--- src/rtl/ps2_direction_decoder.sv ---
// Turns the PS/2 scan-code byte stream into held 2-bit direction commands for
// two players plus a start strobe, handling E0/F0 prefixes and typematic repeats.
module ps2_direction_decoder #(
    parameter int TIMEOUT_CYCLES = 1000000,
    parameter bit ALLOW_REVERSE  = 1'b0
) (
    input  logic       CLOCK_50,
    input  logic       resetn,
    input  logic       code_valid,
    input  logic [7:0] code_byte,
    output logic [1:0] dir_p1,
    output logic [1:0] dir_p2,
    output logic       dir_p1_changed,
    output logic       dir_p2_changed,
    output logic       go_pulse,
    output logic [7:0] last_make
);

    localparam int TIMER_W = (TIMEOUT_CYCLES > 2) ? $clog2(TIMEOUT_CYCLES) : 1;
    localparam logic [TIMER_W-1:0] TIMER_MAX = TIMER_W'(TIMEOUT_CYCLES - 1);

    localparam logic [1:0] DIR_UP    = 2'b01;
    localparam logic [1:0] DIR_RIGHT = 2'b11;
    localparam logic [1:0] DIR_DOWN  = 2'b00;
    localparam logic [1:0] DIR_LEFT  = 2'b10;

    typedef enum logic [1:0] {
        S_IDLE    = 2'd0,
        S_EXT     = 2'd1,
        S_BRK     = 2'd2,
        S_EXT_BRK = 2'd3
    } state_t;

    state_t             state_q, state_d;
    logic [TIMER_W-1:0] timer_q, timer_d;
    logic [1:0]         dir_p1_q, dir_p1_d;
    logic [1:0]         dir_p2_q, dir_p2_d;
    logic               p1_chg_q, p1_chg_d;
    logic               p2_chg_q, p2_chg_d;
    logic               go_q, go_d;
    logic [7:0]         last_make_q, last_make_d;

    logic       make_valid;
    logic       make_ext;
    logic       p1_hit, p2_hit;
    logic [1:0] p1_cand, p2_cand;

    // A candidate is taken only if it changes the direction and, unless
    // reversals are allowed, is not the opposite of the current one.
    function automatic logic accept(input logic [1:0] cand, input logic [1:0] cur);
        logic opposite;
        opposite = (cand[1] == cur[1]) && (cand[0] != cur[0]);
        return (cand != cur) && (ALLOW_REVERSE || !opposite);
    endfunction

    always_comb begin
        state_d    = state_q;
        timer_d    = '0;
        make_valid = 1'b0;
        make_ext   = 1'b0;

        case (state_q)
            S_IDLE: begin
                if (code_valid) begin
                    if (code_byte == 8'hE0)      state_d = S_EXT;
                    else if (code_byte == 8'hF0) state_d = S_BRK;
                    else                         make_valid = 1'b1;
                end
            end
            S_EXT: begin
                if (code_valid) begin
                    if (code_byte == 8'hF0)      state_d = S_EXT_BRK;
                    else if (code_byte != 8'hE0) begin
                        make_valid = 1'b1;
                        make_ext   = 1'b1;
                        state_d    = S_IDLE;
                    end
                end
            end
            default: begin
                if (code_valid) state_d = S_IDLE;
            end
        endcase

        // Prefix states abandon a stalled sequence; a byte restarts the wait.
        if (state_q != S_IDLE && !code_valid) begin
            if (timer_q == TIMER_MAX) state_d = S_IDLE;
            else                      timer_d = timer_q + TIMER_W'(1);
        end

        p1_hit  = 1'b0;
        p1_cand = DIR_UP;
        case (code_byte)
            8'h75: begin p1_hit = 1'b1; p1_cand = DIR_UP;    end
            8'h74: begin p1_hit = 1'b1; p1_cand = DIR_RIGHT; end
            8'h72: begin p1_hit = 1'b1; p1_cand = DIR_DOWN;  end
            8'h6B: begin p1_hit = 1'b1; p1_cand = DIR_LEFT;  end
            default: ;
        endcase

        p2_hit  = 1'b0;
        p2_cand = DIR_UP;
        case (code_byte)
            8'h1D: begin p2_hit = 1'b1; p2_cand = DIR_UP;    end
            8'h23: begin p2_hit = 1'b1; p2_cand = DIR_RIGHT; end
            8'h1B: begin p2_hit = 1'b1; p2_cand = DIR_DOWN;  end
            8'h1C: begin p2_hit = 1'b1; p2_cand = DIR_LEFT;  end
            default: ;
        endcase

        dir_p1_d    = dir_p1_q;
        dir_p2_d    = dir_p2_q;
        p1_chg_d    = 1'b0;
        p2_chg_d    = 1'b0;
        go_d        = 1'b0;
        last_make_d = last_make_q;

        if (make_valid) begin
            last_make_d = code_byte;
            if (make_ext && p1_hit && accept(p1_cand, dir_p1_q)) begin
                dir_p1_d = p1_cand;
                p1_chg_d = 1'b1;
            end
            if (!make_ext && p2_hit && accept(p2_cand, dir_p2_q)) begin
                dir_p2_d = p2_cand;
                p2_chg_d = 1'b1;
            end
            if (!make_ext && code_byte == 8'h29) go_d = 1'b1;
        end
    end

    always_ff @(posedge CLOCK_50) begin
        if (!resetn) begin
            state_q     <= S_IDLE;
            timer_q     <= '0;
            dir_p1_q    <= DIR_UP;
            dir_p2_q    <= DIR_UP;
            p1_chg_q    <= 1'b0;
            p2_chg_q    <= 1'b0;
            go_q        <= 1'b0;
            last_make_q <= 8'h00;
        end else begin
            state_q     <= state_d;
            timer_q     <= timer_d;
            dir_p1_q    <= dir_p1_d;
            dir_p2_q    <= dir_p2_d;
            p1_chg_q    <= p1_chg_d;
            p2_chg_q    <= p2_chg_d;
            go_q        <= go_d;
            last_make_q <= last_make_d;
        end
    end

    assign dir_p1         = dir_p1_q;
    assign dir_p2         = dir_p2_q;
    assign dir_p1_changed = p1_chg_q;
    assign dir_p2_changed = p2_chg_q;
    assign go_pulse       = go_q;
    assign last_make      = last_make_q;

endmodule

--- config.mk ---
export PLATFORM = sky130hd
export DESIGN_NAME = ps2_direction_decoder
export DESIGN_NICKNAME = d
export VERILOG_FILES = /design/src/rtl/ps2_direction_decoder.sv
export SDC_FILE = /design/constraint.sdc
export NUM_CORES = 1
export LEC_CHECK = 0
export ABC_AREA = 1
export CAP_MARGIN = 25
export CORE_ASPECT_RATIO = 0.6
export CORE_MARGIN = 5
export CORE_UTILIZATION = 44
export CTS_CLUSTER_SIZE = 12
export DETAILED_ROUTE_END_ITERATION = 6
export GPL_TIMING_DRIVEN = 0
export PLACE_DENSITY_LB_ADDON = 0.25
export SKIP_LAST_GASP = 1
export SYNTH_ARGS = -nofsm -noshare
export SYNTH_HDL_FRONTEND = slang
export SYNTH_SLANG_ARGS = --single-unit
export TNS_END_PERCENT = 10
--- constraint.sdc ---
create_clock -name CLOCK_50 -period 2.6 [get_ports CLOCK_50]
set_input_delay 0.52 -clock CLOCK_50 [delete_from_list [all_inputs] [get_ports CLOCK_50]]
set_output_delay 0.52 -clock CLOCK_50 [all_outputs]
set_load 0.05 [all_outputs]
---- Word-level counts from Yosys, hierarchy flattened ----
Cells that the tools add are included.
word-level totals
  flip-flop bits (word level) ............. 37
  output and inout port bits .............. 15
  word-level logic and storage cells ...... 78
cells by class
  add/subtract/negate cells ............... 1
  eq/ne operators ......................... 20
  muxes and demuxes ....................... 25
  bitwise gates (word level) .............. 2
  reduce and logical (&&, ||, !) cells .... 22
operators by type and width
  operator                                              count
  equality test 8 x 7 -> 1 bit (second input constant)  4
  equality test 8 x 5 -> 1 bit (second input constant)  3
  adder 20 x 1 -> 20 bit (second input constant)        1
  equality test 20 bit (second input constant)          1
  2-to-1 mux 2 bit                                      9
  equality test 8 x 6 -> 1 bit (second input constant)  2
  equality test 8 bit (second input constant)           2
  2-to-1 mux 1 bit                                      12
  case mux 2 bit (3 select lines)                       2
  logical AND 1 bit                                     10
  != test 8 bit (second input constant)                 1
  OR reduction 4 bit                                    2
  AND reduction 2 bit                                   3
  logical NOT 1 bit                                     4
  != test 2 bit                                         2
  case mux 2 bit (2 select lines)                       1
  OR reduction 3 bit                                    1
  equality test 1 bit                                   2
  equality test 2 x 1 -> 1 bit (second input constant)  1
  logical NOT 2 bit                                     1
  != test 1 bit                                         2
  NOT 1 bit                                             2
  case mux 1 bit (2 select lines)                       1
  nonzero test 2 bit                                    1

---- Longest topological paths before layout ----
Gate-level depths: netlist of the first run.
  depth after elaboration ................. 9
  mapped depth ............................ 11

---- Least setup slack after synthesis of the first run ----
Ideal clock, no wire load.
  path kind ............................... register to register
  start ................................... register timer_q[0]
  end ..................................... register timer_q[12]
  setup time .............................. 121 ps
  arrival time ............................ 1416 ps
  data required time ...................... 2479 ps
  slack ................................... 1062 ps
  stages on the path, launching flop included .. 10
  buffers on the path ..................... 1
  cell sequence ........................... dfxtp_1 ha_1 nand2_1 nor2_1 nand3_1 nor2_1 nand2_1 nand3_1 buf_2 nor3_1
between the ends
  word-level cells in the longest chain between the ends .. 2
  elaborated cells on any way between the ends .. 3
  classes of those cells .................. add/sub: 1; eq/ne: 1; reduce/logical: 1
RTL lines
  what                                                            line  text
  from (decl)                                                     35    logic [TIMER_W-1:0] timer_q, timer_d;
  from (signal assigned)                                          144   timer_q <= timer_d;
  branches (longest 2 deep; another with adder 20 x 1 -> 20 bit)  -
Several ways; the timed one is not identified.
A chain may end at the register's enable or synchronous reset.

---- Worst setup path in the final report of the first run ----
  start ................................... input code_byte[2]
  end ..................................... register dir_p1_q[0], in the netlist dir_p1[0]
between the ends
  word-level cells in the longest chain between the ends .. 8
  elaborated cells on any way between the ends .. 27
  classes of those cells .................. eq/ne: 10; mux: 10; reduce/logical: 7
RTL lines
  what                                                                        line     text
  from (decl)                                                                 10       input logic [7:0] code_byte,
  != test 8 bit / equality test 8 x 7 -> 1 bit (equally long branches)        73, 93
  2-to-1 mux 1 bit / case mux 2 bit (3 select lines) (equally long branches)  73, 93
  2-to-1 mux 1 bit, or another cell as far along                              72       if (code_byte == 8'hF0) state_d = S_EXT_BRK;
  2-to-1 mux 1 bit / logical AND 1 bit (equally long branches)                71, 52
  2-to-1 mux 1 bit / logical NOT 1 bit (equally long branches)                62, 53
  logical AND 1 bit (on tied branches)                                        120, 53
  logical AND 1 bit                                                           120      if (make_ext && p1_hit && accept(p1_cand, dir_p1_q)) begin
  AND reduction 2 bit (no line)                                               -
  to (signal assigned)                                                        145      dir_p1_q <= dir_p1_d;
  to (decl)                                                                   36       logic [1:0] dir_p1_q, dir_p1_d;
Parallel ways exist; a longest one is shown, timed or not.

==> results of run 1 <==
-- report_power, final --
part	switching [mW]	internal, mW	total, mW	leakage (nW)
Sequential	0.00467	0.576	0.580	0.300
Clock	0.194	0.190	0.384	0.0395
Combinational	0.0756	0.0403	0.116	0.556
Total	0.274	0.807	1.08	0.895
-- per-stage QoR --
step | hold slack [ps] | std cells | total power, mW
CTS | 464 | 378 | 1.09
detailed placement | 446 | 370 | 0.708
finish | 460 | 378 | 1.08
floorplan | 447 | 285 | 0.659
global placement | 448 | 370 | 0.708
global route | 506 | 378 | 1.13
-- kinds of logic (layout without fill, tap and decap cells) --
family | after synthesis | after routing
AO/OA/AOI/OAI | 28 | 28
XOR/XNOR | 6 | 6
adder cells (fa/ha/maj) | 1 | 1
buffers and inverters | 46 | 79
flip-flops | 37 | 37
AND/OR/NAND/NOR | 167 | 167
-- how the worst min path moves through the flow --
stage                start     endpoint  slack, ps  cells after the start
3_3_place_gp     dir_p2[0]    dir_p2[0]        450                      2
5_1_grt          dir_p1[0]    dir_p1[0]        510                      2
6_report         dir_p2[0]    dir_p2[0]        460                      2
3_5_place_dp     dir_p2[0]    dir_p2[0]        450                      2
2_1_floorplan  timer_q[17]  timer_q[17]        450                      2
4_1_cts          dir_p2[0]    dir_p2[0]        460                      2
-- sequential cells by signal (all words and copies together) (netlist names) --
| register | cells |
|---|---|
| go_pulse | 1 |
| dir_p1 | 2 |
| last_make | 8 |
| dir_p1_changed | 1 |
| dir_p2 | 2 |
| dir_p2_changed | 1 |
| state_q | 2 |
| timer_q | 20 |
-- final cells by class --
cell class                      instances  share of cell area [%]
Timing Repair Buffer                   25                    10.9
Inverter                               42                    6.85
Clock buffer                            8                    3.48
Buffer                                  4                   0.816
Multi-Input combinational cell        202                    42.5
Sequential cell                        37                    32.2
Tap cell                               60                    3.26
-- cells in the mapped netlist (all sizes together) --
| cell | number | area share (%) |
|---|---|---|
| xnor2 | 2 | 0.92 |
| a211oi | 3 | 1.2 |
| a31oi | 1 | 0.33 |
| nand3 | 21 | 5.5 |
| inv | 42 | 8.3 |
| ha | 1 | 0.66 |
| nand3b | 3 | 1.2 |
| clkbuf | 1 | 0.20 |
| nand2 | 65 | 14 |
| nand4 | 6 | 2.0 |
| o31ai | 1 | 0.40 |
| buf | 3 | 0.79 |
| xor2 | 4 | 1.8 |
| nor3b | 2 | 0.79 |
| nor2 | 53 | 11 |
| o21ai | 9 | 2.4 |
| a21oi | 12 | 3.4 |
| dfxtp | 37 | 39 |
| o211ai | 1 | 0.40 |
| o211a | 1 | 0.53 |
| or2 | 1 | 0.33 |
| nor4 | 2 | 0.66 |
| nor3 | 14 | 4.3 |
-- placed cells by master (no fill, tap or decap) --
cell type and count:
nand2_1 62, nor2_1 49, inv_1 38, dfxtp_1 37
clkdlybuf4s50_1 25, nand3_1 21, nor3_1 13, a21oi_1 11
o21ai_0 8, nand4_1 6, clkbuf_8 5, inv_2 4
xor2_1 4, clkbuf_1 4, nor2_2 3, buf_2 3
nand3b_1 3, a211oi_1 3, nand2_2 2, xnor2_1 2
nor4_1 2, nor3b_1 2, a31oi_1 1, nor3_4 1
nand2_4 1, nor2_4 1, o21ai_1 1, o31ai_1 1
o211ai_1 1, o211a_1 1, or2_0 1, a21oi_2 1
ha_1 1
-- critical path: stages --
cell and delay [ps]:
clkdlybuf4s50_1 460, inv_1 160, nand2_1 90, nor2_1 230, nand3_1 190, nand2_1 120, nor2_1 50, nor2_2 140
nand2_1 100, nand2_1 60, nand3_1 50
-- layer usage --
metal / part of all wire, % / track usage, % / vias up
met3: 6.4 / 3.84 / 4
met1: 59 / 27.7 / 783
li1: - / - / 975
met4: 0.62 / 4.31 / 0
met5: 0 / 0 / -
met2: 34 / 21.2 / 47
==> metrics.sh, run 1 <==
OUTCOME='complete, no violations'
HOLD_BUFFERS=0
GRT_OVERFLOW=0
WORST_SLEW_PIN_SLEW_PS=499
YS_SEQ_ELEMENTS=37
DPL_CELL_AREA_UM2=2220
REG2REG_SLACK_PS=730
STARTPOINT_OF_THE_MOST_CRITICAL_REGISTER_TO_REGISTER_PATH='timer_q[0]'
WORSTSETUPENDPOINT='dir_p1[0]'
ARRIVAL_PS=2190
DPL.HPWL_MM=3.43
VIAS_PER_CELL=4.79
TIMING.FINAL.WS_SETUP_PS=567
SETUP_TOTAL_NEGATIVE_SLACK_PS=0
SLEW_VIOL_FINAL=0
GRTUSAGETOTAL_PCT=16.9
SYNTH_ADDER_AREA_SHARE_PCT=0.660
GRT_PASS1_VIAS=1567
POSTCTSRESIZEDCELLS=0
WORSTSETUPPATHTYPE='input port to flip-flop'
SYNTH_COMPOUND_AREA_SHARE_PCT=8.58
ANTENNA_FOUND_INITIAL=0
SYNTHESIS.AREA_PER_INSTANCE_UM2=6.65
SEQCELLAREA_UM2=741
MAX_CLOCK_FREQ_MHz=492
POST_CTS.REPAIR.SETUP_BUFFERS=0
DETAIL-ROUTE-ANTENNA-NETS=0
SYN_AREA_UM2=1900
YOSYS_WARNINGS=0
CLKLATENCYLATEPIN_PS=290
HOLD_REMOVAL_PATH_CLASS='flip-flop to flip-flop'
CTSLONGESTPATHBUFFERS=2
CELLPOWERDENSITY_nW_PER_UM2=470
SYNTH_TOP_FAMILY_BY_AREA='simple AND/OR/NAND/NOR gates'
CRIT_START='code_byte[2]'
FINALINSTANCEAREA_UM2=2300
DIE_WIDTH_UM=94.7
TRITONCTS_NUM_SINKS=37
ANTENNA-DIODE-COUNT=0
RSZ0062_AT_GRT='false'
ROUTEDWLPERCELL_UM=11.4
TRITONCTS_CLOCK_TREE='built'
ROW_COUNT=18
AREA_FRACTION_IN_AND_OR_NAND_AND_NOR_CELLS_AFTER_SYNTHESIS_PCT=39.6
CTS_INSERTED_BUFFERS=5
REG2REGPATHDEPTH=9
YOSYS.CELL_TYPES.COUNT=31
FIN_CRIT_SH_PCT=78.2
COREAREA_UM2=4140
DRV.MAX_CAP_VIOLATION_COUNT=0
CRITICAL_PATH.ENDPOINT_TYPE='flip-flop'
VDD.IR_DROP.WORST_V=0.000316
SYNTH_SEQ_AREA_SHARE_PCT=39.1
REQUIRED_PS=2760
CLOCK_TRANSITION_AT_THE_REGISTER_CLOCK_PINS_ON_THE_WORST_SETUP_AND_HOLD_PATHS_AFTER_CTS_PS=70
FINALCLOCKSKEW_PS=6.24
MUXSHAREOFSYNTHAREA_PCT=0
IOS=26
INITIAL_UTILIZATION_PCT=45.7
POST_SYNTH_INST_COUNT=285
PLACE.GP.CONGESTION=0.884
LAYOUT-DRIVE-GT1-SHARE_PCT=6.60
CTS-ROOT-BUF='clkbuf_8'
FINAL_CORE_UTILIZATION_PCT=55.5
DRT-INITIAL-DRC-COUNT=144
N_FILL_CELL=417
FINALCRITICALPERIOD_PS=2030
YOSYS.AREA_SHARE.XOR_XNOR_PCT=2.77
VIAS=1809
DETAILEDROUTE.FIRSTPASSITERATIONCOUNT=4
DIEAREA_UM2=5760
HTREE_NUM_LEVELS=2
SYNTH_FP_NETS=297
NNETSFINAL=329
SLEW_HEADROOM_PCT=66.6
FINALSETUPVIOLCOUNT=0
IO_BUFFERS=25
PATH_MAX_FANOUT=4
ROUTED_WL_MM=4.33
GRT_FIRST_PASS_WIRELENGTH_MM=7.46
LEAKAGEPOWER_nW=0.895
CRITICAL_PATH.REG2REG.ENDPOINT='timer_q[7]'
REMAINING_DRC_ERRORS=0
REPORT.FINAL.HOLD_VIOL_COUNT=0
MULTIINPUTGATEAREA_UM2=978
FP.DIEH_UM=60.8
FLOW.AREA_GROWTH_FROM_SYNTHESIS_PCT=21.4
PLACE_WS_PS=304
GRT_MAX_DEGREE=11
TIMING.CRITICAL_PATH.FROM_TYPE='input port'
Power figures use the tool's default switching activity.
==> run 2, diff against run 1 <==
Clock period 2.6 ns to 2 ns, I/O delays scaled along.
==> metrics.sh, run 2 (synthesis results as in run 1) <==
RSZ0062_AT_GRT='true'
CTS-ROOT-BUF='clkbuf_8'
CRITICAL_PATH.TOP_DELAY_FAMILY='buffers and inverters'
REMAINING_DRC_ERRORS=0
CELLPOWERDENSITY_nW_PER_UM2=609
LAYOUT-DRIVE-GT1-SHARE_PCT=7.23
FIN_CRIT_SH_PCT=94.2
WORSTSETUPPATHTYPE='flip-flop to output pin'
DPL.HPWL_MM=3.43
CLKLATENCYLATEPIN_PS=290
CTS_INSERTED_BUFFERS=5
DETAILEDROUTE.FIRSTPASSITERATIONCOUNT=4
LARGEST_REGISTER='timer_q'
GRT_PASS1_VIAS=1567
CTSLONGESTPATHBUFFERS=2
CRITICAL_PATH.REG2REG.ENDPOINT='timer_q[7]'
GRT_MAX_DEGREE=11
FLIP_FLOP_COUNT_OF_THE_LARGEST_REGISTER_AFTER_LAYOUT=20
HTREE_NUM_LEVELS=2
COREAREA_UM2=4140
MAX_STAGE_DELAY_PS=820
HOLD_SLACK_PS=460
VIAS_PER_CELL=4.77
WORSTSETUPENDPOINT='dir_p2[1]'
POST_CTS.REPAIR.SETUP_BUFFERS=0
GROUTE.LAYER.MET2.USAGE_PCT=21.2
LEAKAGEPOWER_nW=0.895
ANTENNA-DIODE-COUNT=0
STARTPOINT_OF_THE_MOST_CRITICAL_REGISTER_TO_REGISTER_PATH='timer_q[0]'
CRIT_START='dir_p2[1]'
ARRIVAL_PS=1480
CRITICAL_PATH_CELL_COUNT=1
FINALCLOCKSKEW_PS=7.54
MET1_USAGE_PCT=27.7
CRITICAL_PATH.ENDPOINT_TYPE='output pin'
GLOBALROUTE.BUSIESTLAYER='met1'
FINALSETUPVIOLCOUNT=0
GRT_FIRST_PASS_WIRELENGTH_MM=7.46
NNETSFINAL=329
PATH_MAX_FANOUT=3
OUTCOME='complete, no violations'
ROW_COUNT=18
LAYOUT_COMMON_CELLS='62 x nand2_1, 48 x nor2_1, 38 x inv_1'
FP.DIEH_UM=60.8
DIEAREA_UM2=5760
GRTUSAGETOTAL_PCT=16.9
WORST-PATH-BUF-INV=1
POSTCTSRESIZEDCELLS=0
WORST_SLEW_PIN_SLEW_PS=499
CP_CELL_INSTANCES='clkdlybuf4s50_1'
SLEW_VIOL_FINAL=0
VIAS=1804
FLOW.AREA_GROWTH_FROM_SYNTHESIS_PCT=21.8
DRV.MAX_CAP_VIOLATION_COUNT=0
GRT_OVERFLOW=0
DRT-INITIAL-DRC-COUNT=151
IOS=26
GR-USAGE-MET3_PCT=3.84
DIE_WIDTH_UM=94.7
MAX_CLOCK_FREQ_MHz=531
REPORT.FINAL.HOLD_VIOL_COUNT=0
FINAL_COMMON_CELL='nand2_1'
CLOCK_TRANSITION_AT_THE_REGISTER_CLOCK_PINS_ON_THE_WORST_SETUP_AND_HOLD_PATHS_AFTER_CTS_PS=70
REG2REGPATHDEPTH=9
PLACE.GP.CONGESTION=0.884
SLEW_HEADROOM_PCT=66.6
TRITONCTS_CLOCK_TREE='built'
DETAIL-ROUTE-ANTENNA-NETS=0
ROUTEDWLPERCELL_UM=11.5
HOLD_REMOVAL_PATH_CLASS='flip-flop to flip-flop'
IO_BUFFERS=25
TIMING.CRITICAL_PATH.FROM_TYPE='flip-flop'
ROUTED_WL_MM=4.36
CRITPATHSLOWESTCELL='clkdlybuf4s50_1'
REG2REG_SLACK_PS=130
HOLD_BUFFERS=0
REQUIRED_PS=1600
TRITONCTS_NUM_SINKS=37
ANTENNA_FOUND_INITIAL=0
VDD.IR_DROP.WORST_V=0.000410
FINALCRITICALPERIOD_PS=1880
FINAL_CORE_UTILIZATION_PCT=55.7
INITIAL_UTILIZATION_PCT=45.7
run 2: cell types whose count changed in the layout (fill, tap and decap cells not counted):
cell,change
nor2_1,-1
nor2_2,+1
nor3b_1,-1
nor3b_2,+1
run 2: worst min-delay path by stage:
| stage | depth (start not counted) | slack [ps] | endpoint | from |
|---|---|---|---|---|
| floorplan | 2 | 450 | timer_q[17] | timer_q[17] |
| global placement | 2 | 450 | dir_p2[0] | dir_p2[0] |
| detailed placement | 2 | 450 | dir_p2[0] | dir_p2[0] |
| CTS | 2 | 460 | dir_p2[0] | dir_p2[0] |
| global route | 2 | 510 | dir_p1[0] | dir_p1[0] |
| finish | 2 | 460 | dir_p2[0] | dir_p2[0] |
run 2: layout make-up:
type	count	area, µm²
flip-flops and latches	37	741
multi-input cells	202	986
inverters	42	158
well taps	60	75.1
plain buffers	4	18.8
repair buffers	25	250
fillers	416	1840
clock buffers	8	80.1
run 2: routing by layer:
| layer | vias up | share of wire [%] | wire, µm |
|---|---|---|---|
| li1 | 976 | - | - |
| met1 | 778 | 58 | 2540 |
| met2 | 46 | 34 | 1490 |
| met3 | 4 | 7.1 | 310 |
| met4 | 0 | 0.62 | 27 |
| met5 | - | 0 | 0 |
run 2: where the power goes:
group	leakage, nW	switching, mW	internal, mW
clock network	0.0395	0.254	0.248
registers	0.300	0.00606	0.748
logic	0.556	0.0983	0.0524
total	0.895	0.358	1.05
run 2: through the flow:
stage / instance area (µm²) / TNS, ps / worst slack [ps] / instances / power (mW)
6_report: 2310 / 0 / 117 / 378 / 1.41
3_3_place_gp: 2220 / -460 / -144 / 370 / 0.921
2_1_floorplan: 1900 / 0 / 462 / 285 / 0.857
5_1_grt: 2310 / -194 / -53.4 / 378 / 1.47
3_5_place_dp: 2220 / -605 / -176 / 370 / 0.920
4_1_cts: 2300 / 0 / 116 / 378 / 1.42
==> run 3, diff against run 2 <==
Settings changed: CORE_MARGIN 5 to 4, TNS_END_PERCENT 10 to unset.
==> metrics.sh, run 3 (synthesis results as in run 1) <==
OUTCOME='complete, no violations'
ARRIVAL_PS=2040
LAYOUT.CELLS.NON_FILLER=377
ANTENNA-DIODE-COUNT=0
ANTENNA_FOUND_INITIAL=0
IO_BUFFERS=25
SETUP_TOTAL_NEGATIVE_SLACK_PS=0
FINAL_COMMON_CELL='nand2_1'
TIMING.FINAL.WS_SETUP_PS=120
DIE_WIDTH_UM=92.7
WORSTSETUPPATHTYPE='input port to flip-flop'
GRT_FIRST_PASS_WIRELENGTH_MM=7.78
FINALINSTANCEAREA_UM2=2320
HOLD_SLACK_PS=463
P_CLK_SHARE_PCT=36.9
WORST-PATH-BUF-INV=2
GRT_MAX_DEGREE=11
FINAL_CORE_UTILIZATION_PCT=56.2
LEAKAGEPOWER_nW=0.901
FP.DIEH_UM=58.8
CRITICAL_PATH.TOP_DELAY_FAMILY='simple AND/OR/NAND/NOR gates'
CRITICAL_PATH.ENDPOINT_TYPE='flip-flop'
DPL_CELL_AREA_UM2=2220
STARTPOINT_OF_THE_MOST_CRITICAL_REGISTER_TO_REGISTER_PATH='timer_q[0]'
ROUTED_WL_MM=4.57
SLEW_VIOL_FINAL=0
CRITPATHMOSTFREQUENTCELL='nand2_1'
POWER.SWITCHING_mW=0.364
PLACED_CELLS=370
MIN_DELAY_PATH_DEPTH=2
LAYOUT-DRIVE-GT1-SHARE_PCT=7.89
REG2REG_SLACK_PS=220
CLKLATENCYLATEPIN_PS=290
CTS-ROOT-BUF='clkbuf_8'
POWER.SWITCHING_FRACTION_PCT=25.3
PWR-SHARE-SEQ_PCT=52.4
WORST_SLEW_PIN_SLEW_PS=514
MAX_STAGE_DELAY_PS=460
WORST_HOLD_STARTPOINT='dir_p2[0]'
COMB_POWER_SHARE_PCT=10.7
DIEAREA_UM2=5460
CRIT_START='code_byte[2]'
NNETSFINAL=329
REG2REGPATHDEPTH=9
VDD.IR_DROP.WORST_V=0.000346
VIAS_PER_CELL=4.96
REQUIRED_PS=2160
PLACE_WS_PS=-161
DETAILEDROUTE.FIRSTPASSITERATIONCOUNT=4
GRTUSAGETOTAL_PCT=18.1
CTSLONGESTPATHBUFFERS=2
TIMING.CRITICAL_PATH.FROM_TYPE='input port'
DPL.HPWL_MM=3.57
DRV.MAX_CAP_VIOLATION_COUNT=0
HOLD_BUFFERS=0
HOLD_REMOVAL_PATH_CLASS='flip-flop to flip-flop'
REMAINING_DRC_ERRORS=0
DRT-INITIAL-DRC-COUNT=168
CP_CELL_INSTANCES='clkdlybuf4s50_1 > inv_1 > nand2_1 > nor2_1 > nand3_2 > nand2_1 > nor2_1 > nor2_2 > nand2_1 > nand2_1 > nand3_1'
ROW_COUNT=18
CRITICAL_PATH.REG2REG.ENDPOINT='timer_q[7]'
CELLPOWERDENSITY_nW_PER_UM2=621
VIAS=1870
FIN_TOTAL_PWR_mW=1.44
FLIP_FLOP_COUNT_OF_THE_LARGEST_REGISTER_AFTER_LAYOUT=20
GRT_OVERFLOW=0
INITIAL_UTILIZATION_PCT=46.0
LAYOUT_COMMON_CELLS='62 x nand2_1, 48 x nor2_1, 38 x inv_1'
CTS_INSERTED_BUFFERS=5
FINALSETUPVIOLCOUNT=0
HTREE_NUM_LEVELS=2
GRT_PASS1_VIAS=1677
CLOCK_TRANSITION_AT_THE_REGISTER_CLOCK_PINS_ON_THE_WORST_SETUP_AND_HOLD_PATHS_AFTER_CTS_PS=70
RSZ0062_AT_GRT='true'
FIN_CRIT_SH_PCT=94.0
LARGEST_REGISTER='timer_q'
CELL_INTERNAL_POWER_DISSIPATION_mW=1.07
MAX_CLOCK_FREQ_MHz=532
FLOW.AREA_GROWTH_FROM_SYNTHESIS_PCT=22.2
REPORT.FINAL.HOLD_VIOL_COUNT=0
DETAIL-ROUTE-ANTENNA-NETS=0
COREAREA_UM2=4120
CRITPATHSLOWESTCELL='clkdlybuf4s50_1'
PATH_MAX_FANOUT=4
PLACE.GP.CONGESTION=0.941
FINALCLOCKSKEW_PS=2.19
TRITONCTS_CLOCK_TREE='built'
TRITONCTS_NUM_SINKS=37
ROUTEDWLPERCELL_UM=12.1
POST_CTS.REPAIR.SETUP_BUFFERS=0
WORST_MIN_DELAY_PATH_ENDPOINT='dir_p2[0]'
FINALCRITICALPERIOD_PS=1880
IOS=26
SLEW_HEADROOM_PCT=65.7
[run 3: final cells by class]
class | count | area, µm²
Inverter | 42 | 158
Clock buffer | 7 | 86.3
Tap cell | 60 | 75.1
Timing Repair Buffer | 25 | 250
Buffer | 4 | 18.8
Fill cell | 399 | 1810
Sequential cell | 37 | 742
Multi-Input combinational cell | 202 | 986
[run 3: what timing repair did]
item | CTS | global route
gates resized for setup | 0 | 3
setup endpoints to repair | 0 | 23
endpoints found under the hold margin | 0 | 0
[run 3: power by group through the flow]
stage               clock [mW]  sequential, mW  combinational [mW]
floorplan                    0           0.812              0.0447
global placement             0           0.771               0.150
detailed placement           0           0.771               0.151
CTS                      0.544           0.754               0.151
global route             0.575           0.755               0.164
finish                   0.530           0.755               0.154
[run 3: tightest hold or removal path, delay by kind of cell (launching register included)]
kind | cells | cell delay [ps]
and+or+nand+nor | 2 | 100
DFF | 1 | 330
[run 3: metal layers]
layer	share of wire (%)	vias up	wire (µm)	GRT usage, %
li1	-	974	-	-
met1	52	808	2400	27.6
met2	36	79	1650	24.5
met3	10	9	479	6.39
met4	1.0	0	46	3.34
met5	0	-	0	0
[run 3: worst max-delay path by stage]
stage / end / cells after the start
after floorplan: timer_q[12] / 9
after global placement: dir_p2[0] / 9
after detailed placement: dir_p1[0] / 11
after CTS: timer_q[7] / 9
after global routing: dir_p1[0] / 11
final: dir_p1[0] / 11
